[src/rtl/stage1_fetch.sv]
// Instruction-fetch stage: owns the PC, issues credit-limited imem requests, buffers responses
// in order and drives the IF/ID register. Define FETCH_PERF_CNT_EN to add performance counters.
module stage1_fetch #(
    parameter logic [31:0] RESET_PC   = 32'h0000_0000,
    parameter int unsigned FIFO_DEPTH = 2
) (
    input  logic        clk,
    input  logic        rst_n,
    input  logic        stall,
    input  logic        redirect,
    input  logic [31:0] redirect_pc,
    output logic        imem_req,
    output logic [31:0] imem_addr,
    input  logic        imem_gnt,
    input  logic        imem_rvalid,
    input  logic [31:0] imem_rdata,
    output logic [31:0] idata,
    output logic [31:0] pc_ID,
    output logic        valid_ID
`ifdef FETCH_PERF_CNT_EN
    ,
    output logic [31:0] perf_fetch_cnt,
    output logic [31:0] perf_kill_cnt,
    output logic [31:0] perf_bubble_cnt
`endif
);
    localparam int unsigned       PTR_W   = $clog2(FIFO_DEPTH);
    localparam int unsigned       CNT_W   = PTR_W + 1;
    localparam logic [CNT_W:0]    DEPTH_C = (CNT_W + 1)'(FIFO_DEPTH);
    localparam logic [31:0]       NOP     = 32'h0000_0013;

    typedef enum logic [1:0] {ST_BOOT, ST_RUN, ST_FLUSH} state_e;

    state_e           state_q, state_d;
    logic [31:0]      pc_q, pc_d;
    logic [CNT_W-1:0] out_q, out_d;
    logic [CNT_W-1:0] kill_q, kill_d;
    logic [CNT_W-1:0] buf_cnt_q, buf_cnt_d;
    logic [PTR_W-1:0] buf_wr_q, buf_wr_d, buf_rd_q, buf_rd_d;
    logic [PTR_W-1:0] tag_wr_q, tag_wr_d, tag_rd_q, tag_rd_d;
    logic [31:0]      idata_q, idata_d;
    logic [31:0]      pc_id_q, pc_id_d;
    logic             valid_q, valid_d;

    logic [31:0] tag_mem      [FIFO_DEPTH];
    logic [31:0] buf_data_mem [FIFO_DEPTH];
    logic [31:0] buf_pc_mem   [FIFO_DEPTH];

    logic           buf_empty, can_pop, pop, req_fire, resp_keep;
    logic [CNT_W:0] credit_used;

    assign imem_addr = pc_q;
    assign idata     = idata_q;
    assign pc_ID     = pc_id_q;
    assign valid_ID  = valid_q;

    // Credit counts a head entry leaving this cycle as free, so a 1-cycle memory sustains 1 word/cycle.
    always_comb begin
        buf_empty   = (buf_cnt_q == '0);
        can_pop     = stall && !buf_empty;
        credit_used = {1'b0, out_q} + {1'b0, buf_cnt_q} - (CNT_W + 1)'(can_pop);
        imem_req    = (state_q == ST_RUN) && (credit_used < DEPTH_C);
        req_fire    = imem_req && imem_gnt;
        resp_keep   = imem_rvalid && (kill_q == '0) && !redirect;
        pop         = can_pop && !redirect;
    end

    always_comb begin
        out_d = out_q + CNT_W'(req_fire) - CNT_W'(imem_rvalid);
        pc_d  = pc_q;
        if (redirect) begin
            pc_d = redirect_pc;
        end else if (req_fire) begin
            pc_d = pc_q + 32'd4;
        end

        // Requests already granted (including this cycle's) become wrong-path on redirect.
        kill_d = kill_q;
        if (redirect) begin
            kill_d = out_d;
        end else if (imem_rvalid && (kill_q != '0)) begin
            kill_d = kill_q - CNT_W'(1);
        end

        tag_wr_d  = '0;
        tag_rd_d  = '0;
        buf_wr_d  = '0;
        buf_rd_d  = '0;
        buf_cnt_d = '0;
        if (!redirect) begin
            tag_wr_d  = tag_wr_q + PTR_W'(req_fire);
            tag_rd_d  = tag_rd_q + PTR_W'(resp_keep);
            buf_wr_d  = buf_wr_q + PTR_W'(resp_keep);
            buf_rd_d  = buf_rd_q + PTR_W'(pop);
            buf_cnt_d = buf_cnt_q + CNT_W'(resp_keep) - CNT_W'(pop);
        end

        idata_d = idata_q;
        pc_id_d = pc_id_q;
        valid_d = valid_q;
        if (redirect) begin
            idata_d = NOP;
            valid_d = 1'b0;
        end else if (stall) begin
            if (buf_empty) begin
                idata_d = NOP;
                valid_d = 1'b0;
            end else begin
                idata_d = buf_data_mem[buf_rd_q];
                pc_id_d = buf_pc_mem[buf_rd_q];
                valid_d = 1'b1;
            end
        end
    end

    always_comb begin
        state_d = state_q;
        case (state_q)
            ST_BOOT:  state_d = ST_RUN;
            ST_RUN:   state_d = ST_RUN;
            ST_FLUSH: if (kill_d == '0) state_d = ST_RUN;
            default:  state_d = ST_BOOT;
        endcase
        if (redirect) begin
            state_d = (kill_d != '0) ? ST_FLUSH : ST_RUN;
        end
    end

    always_ff @(posedge clk or negedge rst_n) begin
        if (!rst_n) begin
            state_q   <= ST_BOOT;
            pc_q      <= RESET_PC;
            out_q     <= '0;
            kill_q    <= '0;
            buf_cnt_q <= '0;
            buf_wr_q  <= '0;
            buf_rd_q  <= '0;
            tag_wr_q  <= '0;
            tag_rd_q  <= '0;
            idata_q   <= NOP;
            pc_id_q   <= 32'h0;
            valid_q   <= 1'b0;
        end else begin
            state_q   <= state_d;
            pc_q      <= pc_d;
            out_q     <= out_d;
            kill_q    <= kill_d;
            buf_cnt_q <= buf_cnt_d;
            buf_wr_q  <= buf_wr_d;
            buf_rd_q  <= buf_rd_d;
            tag_wr_q  <= tag_wr_d;
            tag_rd_q  <= tag_rd_d;
            idata_q   <= idata_d;
            pc_id_q   <= pc_id_d;
            valid_q   <= valid_d;
        end
    end

    // Storage carries no reset: pointers and counts alone define which entries are live.
    always_ff @(posedge clk) begin
        if (req_fire && !redirect) begin
            tag_mem[tag_wr_q] <= pc_q;
        end
        if (resp_keep) begin
            buf_data_mem[buf_wr_q] <= imem_rdata;
            buf_pc_mem[buf_wr_q]   <= tag_mem[tag_rd_q];
        end
    end

`ifdef FETCH_PERF_CNT_EN
    logic [31:0] fetch_cnt_q, kill_cnt_q, bubble_cnt_q;
    logic        resp_drop;

    assign resp_drop       = imem_rvalid && !resp_keep;
    assign perf_fetch_cnt  = fetch_cnt_q;
    assign perf_kill_cnt   = kill_cnt_q;
    assign perf_bubble_cnt = bubble_cnt_q;

    always_ff @(posedge clk or negedge rst_n) begin
        if (!rst_n) begin
            fetch_cnt_q  <= '0;
            kill_cnt_q   <= '0;
            bubble_cnt_q <= '0;
        end else begin
            fetch_cnt_q  <= fetch_cnt_q + 32'(req_fire);
            kill_cnt_q   <= kill_cnt_q + 32'(resp_drop);
            bubble_cnt_q <= bubble_cnt_q + 32'(can_pop == 1'b0 && stall);
        end
    end
`endif

    assert property (@(posedge clk) disable iff (!rst_n) imem_rvalid |-> (out_q != '0));

endmodule

[config.mk]
export PLATFORM = sky130hd
export DESIGN_NAME = stage1_fetch
export DESIGN_NICKNAME = d
export VERILOG_FILES = /design/src/rtl/stage1_fetch.sv
export SDC_FILE = /design/constraint.sdc
export NUM_CORES = 1
export LEC_CHECK = 0
export CAP_MARGIN = 5
export CORE_MARGIN = 8
export CORE_UTILIZATION = 35
export CTS_BUF_LIST = sky130_fd_sc_hd__clkbuf_2
export CTS_CLUSTER_SIZE = 16
export DETAILED_ROUTE_END_ITERATION = 12
export PLACE_DENSITY = 0.66
export SETUP_SLACK_MARGIN = 0.1
export SYNTH_ARGS = -nofsm -noshare
export SYNTH_HDL_FRONTEND = slang
export SYNTH_SLANG_ARGS = --single-unit
[constraint.sdc]
create_clock -name clk -period 7.29 [get_ports clk]
set_input_delay 1.458 -clock clk [delete_from_list [all_inputs] [get_ports clk]]
set_output_delay 1.458 -clock clk [all_outputs]
set_load 0.02 [all_outputs]
## Word level (Yosys, flattened, before mapping)

Memory sizes are Yosys's and may differ from the RTL's. A register that Yosys moved wholly into a read port is not among the register bits.
Cells that the tools add are included.

| word-level totals | value |
|---|---|
| memories | 3 |
| bits in writable memories | 192 |
| register bits after elaboration | 77 |
| input port bits | 70 |
| logic and storage cells | 76 |

Memories:

| memory | words | bits a word | read ports | clocked after memory_dff | write ports | line | RTL |
|---|---|---|---|---|---|---|---|
| buf_data_mem | 2 | 32 | 1 | 0 | 1 | 46 | `logic [31:0] buf_data_mem [FIFO_DEPTH];` |
| buf_pc_mem | 2 | 32 | 1 | 1 | 1 | 47 | `logic [31:0] buf_pc_mem [FIFO_DEPTH];` |
| tag_mem | 2 | 32 | 1 | 0 | 1 | 45 | `logic [31:0] tag_mem [FIFO_DEPTH];` |

| operators by class | value |
|---|---|
| reduce and logical (&&, ||, !) cells | 21 |
| multiplexer cells | 23 |
| $lt $le $gt $ge | 1 |
| add/sub/neg operators | 12 |
| bitwise gates (word level) | 2 |
| equality and inequality tests | 3 |

Operators with widths:

| operator | number |
|---|---|
| $mux W32 | 5 |
| $add A32 B3 Y32 const B | 1 |
| $mux W2 | 6 |
| $mux W1 | 11 |
| $logic_and A1 B1 Y1 | 8 |
| $logic_not A2 Y1 | 4 |
| $reduce_bool A2 Y1 | 4 |
| $add A1 B1 Y1 | 4 |
| $add A2 B1 Y2 | 2 |
| $pmux W2 S2 | 1 |
| $sub A2 B1 Y2 | 2 |
| $add A2 B2 Y3 | 1 |
| $logic_not A1 Y1 | 3 |
| $lt A3 B2 Y1 const B | 1 |
| $ne A3 B3 Y1 const B | 1 |
| $reduce_and A3 Y1 | 1 |
| $sub A3 B1 Y3 | 1 |
| $eq A2 B1 Y1 const B | 1 |
| $eq A2 B2 Y1 const B | 1 |
| $not A1 Y1 | 2 |
| $reduce_or A2 Y1 | 1 |
| $sub A2 B1 Y2 const B | 1 |

## Depth between registers and ports, before layout

| logic depth | value |
|---|---|
| depth after elaboration | 14 |
| gate-level depth with buffers | 15 |

## Least setup slack after synthesis

No wires, ideal clock.

| timing | value |
|---|---|
| path type | input to register |
| from | input port stall |
| to | memory tag_mem[0][0], enable pin |
| stages on the path | 9 |
| buffers on the path | 0 |
| path slack | 1.481 ns |
| arrival time | 5.347 ns |
| cell sequence | o21ai_1 > inv_1 > ha_1 > nand2b_1 > fa_1 > nand4b_1 > nor2_1 > inv_1 > nor3_1 |

| on the way | value |
|---|---|
| cells in the longest elaborated chain, start to end | 8 |

Ends and longest elaborated chain:

| item | line | RTL |
|---|---|---|
| start, declared | 9 | `input logic stall,` |
| $logic_and A1 B1 Y1 | 60 | `can_pop = stall && !buf_empty;` |
| $sub A3 B1 Y3 | 61 | `credit_used = {1'b0, out_q} + {1'b0, buf_cnt_q} - (CNT_W + 1)'(can_pop);` |
| $lt A3 B2 Y1 | 62 | `imem_req = (state_q == ST_RUN) && (credit_used < DEPTH_C);` |
| $logic_and A1 B1 Y1 | 62 |  |
| $logic_and A1 B1 Y1 | 63 | `req_fire = imem_req && imem_gnt;` |
| $logic_and A1 B1 Y1 | 161 | `if (req_fire && !redirect) begin` |
| $mux W1 | 161 |  |
| $mux W1 (implied by the code) | 162 | `tag_mem[tag_wr_q] <= pc_q;` |
| end, declared | 45 |  |

Every way passes these cells.

## Worst setup path in the final report

| timing | value |
|---|---|
| from | input port stall |
| to | output port imem_req |

| on the way | value |
|---|---|
| cells in the longest elaborated chain, start to end | 4 |

Ends and longest elaborated chain:

| item | line | RTL |
|---|---|---|
| $logic_and A1 B1 Y1 | 60 |  |
| $sub A3 B1 Y3 | 61 |  |
| $lt A3 B2 Y1 | 62 |  |
| $logic_and A1 B1 Y1 | 62 |  |
| end, declared | 12 | `output logic imem_req,` |

Every way passes these cells.

==> summary.md <==
| Metric | Value |
|---|---|
| R2r setup slk | `3.37 ns` |
| Area share of the leading cell type in the synthesized netlist | `about half` |
| Final Non-Filler Cells | `1535` |
| Die Span Y | `199 um` |
| Core area | `33300 um^2` |
| Final setup skew | `0.0823 ns` |
| Crit Path Max Fanout | `6` |
| Buffers on Ports | `approximately 170` |
| Critical hold path startpoint | `pc_ID[13]` |
| Post-Syn Nets | `882` |
| Sequential element share of the synthesized area | `72.3%` |
| Critical path cell sequence | `clkdlybuf4s50_1 > o21ai_1 > inv_1 > ha_1 > nand2b_1 > fa_1 > xor2_2 > and4b_1 > clkdlybuf4s50_1` |
| # setup viols final | `0` |
| Post-CTS resize count | `0` |
| Critical path class | `input pin to output pin` |
| GP Congestion | `0.785` |
| CTS Hold Buffers Added | `0` |
| First-pass GRT wire length | `roughly 42000 um` |
| Drt initial violations | `314` |
| Hold Path Depth | `2` |
| Req. time, crit path | `5.83 ns` |
| Initial antenna violation count | `2` |
| Hold Path Sink | `pc_ID[13]` |
| Fin crit share | `78.4%` |
| Maximum vdd ir drop | `0.143 mV` |
| Final Slew Violations | `0` |
| Dominant cell type by area after synthesis | `edfxtp_1` |
| FF-to-FF path depth | `9` |
| Mapped Cells | `801` |
| R2r startpoint | `buf_cnt_q[0]` |
| CTS HTree Levels | `3` |
| Post-detail-place hpwl | `17100 um` |
| Sink Count | `301` |
| Avg WL per Cell | `about 18 um` |
| Nets | `1100` |
| Max Clock Freq | `0.175 GHz` |
| Worst setup SP type | `input pin` |
| Detailed Routing Iterations Pass 1 | `5` |
| Setup TNS | `0 ns` |
| Max incr delay on CP | `0.61 ns` |
| Setup crit end kind | `output pin` |
| Predominant post-synthesis flop cell | `edfxtp_1` |
| # DRC | `0` |
| Die X | `199 um` |
| Synth Cell Area | `11700 um^2` |
| CTS Buffer Depth | `3` |
| Register bit total from synthesis | `about 300` |
| Clock root cell | `clkbuf_2` |
| Final Critical Period | `5.71 ns` |
| Slew HR | `21.8%` |
| IO Count | `168` |
| Total GRT Usage | `13.7%` |
| Yosys warning count | `0` |
| Power, Total | `4.48 mW` |
| Async SR Flop Fraction | `36.2%` |
| Post-synth EDFFs | `192` |
| Clk slew on worst S/H paths | `0.09 ns` |
| Final wirelength | `27300 um` |
| GRT met1 Usage | `18.4%` |
| Leak Pwr | `5.38 nW` |
| Worst slew pin tran | `1.17 ns` |
| Synth top area cells | `edfxtp_1 49%, dfrtp_1 23%, mux2i_1 5.5%` |
| Placed cell count | `1386` |
| RSZ-0062 raised after global routing | `no` |
| Num rows | `67` |
| Proportion of layout cells with a drive suffix above 1 | `18.1%` |
| GR peak layer | `met2` |
| CP max stage cell | `clkdlybuf4s50_1` |
| Antenna Nets Post-Route | `0` |
| Clk_lat worst skew | `0.85 ns` |
| Die Footprint | `39700 um^2` |
| Largest net degree at the start of global routing | `95` |
| Number of max-cap violations | `0` |
| Grt ovf | `0` |
| CTS tree | `built` |
| R2r endpoint | `imem_addr[30]` |
| Synthesized area per cell | `14.7 um^2` |
| Library cells used by synthesis | `50` |
| Final hold violations | `0` |
| Met2 usage | `20.4%` |
| Vias in the first global route | `about 7.5k` |
| Crit path DAT | `between 4 and 5 ns` |
| Starting Density | `between 30% and 40%` |
| TritonCTS buffer count | `a little under 80` |
| Crit-path most repeated cell | `clkdlybuf4s50_1` |
| Hold Crit Class | `flip-flop to flip-flop` |
| Layout area overhead | `25.3%` |
| Status | `completed` |
| Via density | `between 4 and 5` |
| Pwr Density | `around 300 nW/um^2` |
| Via count | `7315` |
| Met3 Use GR | `4.68%` |
| Setup Buffers After CTS | `0` |
[where the power goes]
group / switching (mW) / internal [mW]
logic: 0.587 / 0.484
clock network: 0.681 / 0.529
registers: 0.135 / 2.07
total: 1.40 / 3.08
[stage by stage]
stage          util (%)  worst slack, ns  cell area, um^2  hold slack, ns
6_report           44.2             1.58            14700           0.486
2_1_floorplan         -             1.48            11700           0.472
3_5_place_dp       41.9             1.59            13900           0.469
4_1_cts            44.2             1.57            14700           0.491
5_1_grt            44.2             1.47            14700           0.515
3_3_place_gp       41.9             1.64            13900           0.460
[critical path, delay by kind of cell]
kind | cells | cell delay (ns)
AOI/OAI and AO/OA | 1 | 0.21
xor gates and xnor gates | 1 | 0.29
adders and majority gates | 2 | 0.70
buffers and inverters | 3 | 1.19
and+or+nand+nor | 2 | 0.40
[Yosys cell counts, drive strengths merged (13+ instances only)]
master / instances
edfxtp: 192
dfrtp: 106
nand2: 87
o21ai: 79
mux2i: 65
mux2: 35
clkbuf: 30
nor2: 27
a31oi: 18
or4: 18
inv: 16
nand4: 14
o31ai: 13
[cell usage in the layout, fill, tap and decap left out, types with 17 or more instances in the layout]
| master | netlist | final |
|---|---|---|
| nor2_1 | 27 | 26 |
| mux2_2 | 35 | 35 |
| dfrtp_1 | 106 | 105 |
| a31oi_1 | 18 | 18 |
| or4_1 | 17 | 17 |
| edfxtp_1 | 192 | 192 |
| o21ai_0 | 78 | 78 |
| nand2_1 | 87 | 87 |
| clkbuf_2 | 0 | 126 |
| clkdlybuf4s50_1 | 0 | 166 |
| mux2i_1 | 65 | 65 |
[state kept, by name, summed over array words and instances, names as in the netlist, 2 cells and up]
name          flops
out_q             2
state_q           2
buf_data_mem     64
kill_q            2
idata            32
imem_addr        32
buf_pc_mem       64
buf_cnt_q         2
tag_mem          64
pc_ID            32
[cell type report]
cell class | instances | area (um^2)
fill | 3095 | 18600
tap | 448 | 561
clock buffer | 126 | 631
antenna | 2 | 5.00
timing repair buffer | 176 | 1740
multi-input combinational | 445 | 3080
clock inverter | 21 | 145
sequential | 301 | 8500
inverter | 16 | 60.1
[how the worst max path moves through the flow]
stage / cells after the start / startpoint / slack, ns / end
after detailed placement: 9 / stall / 1.59 / imem_req
final: 9 / stall / 1.58 / imem_req
after global placement: 9 / stall / 1.64 / imem_req
after CTS: 9 / stall / 1.57 / imem_req
after global routing: 9 / stall / 1.47 / imem_req
after floorplan: 9 / stall / 1.48 / tag_mem[0][0]
[per-layer routing]
metal | vias to the layer above | part of all wire, %
li1 | 3485 | -
met1 | 3552 | 46
met2 | 246 | 45
met3 | 32 | 7.9
met4 | 0 | 1.5
met5 | - | 0
[kinds of logic after synthesis]
group	after synthesis	synth area share (%)
flip-flops	301	72.3
XOR/XNOR	16	1.38
AND/OR/NAND/NOR	195	8.28
AO/OA/AOI/OAI	123	6.08
multiplexers	100	8.89
adder cells (fa/ha/maj)	11	1.24
buffers and inverters	55	1.79
No activity file was read; power rests on OpenSTA's default activity.
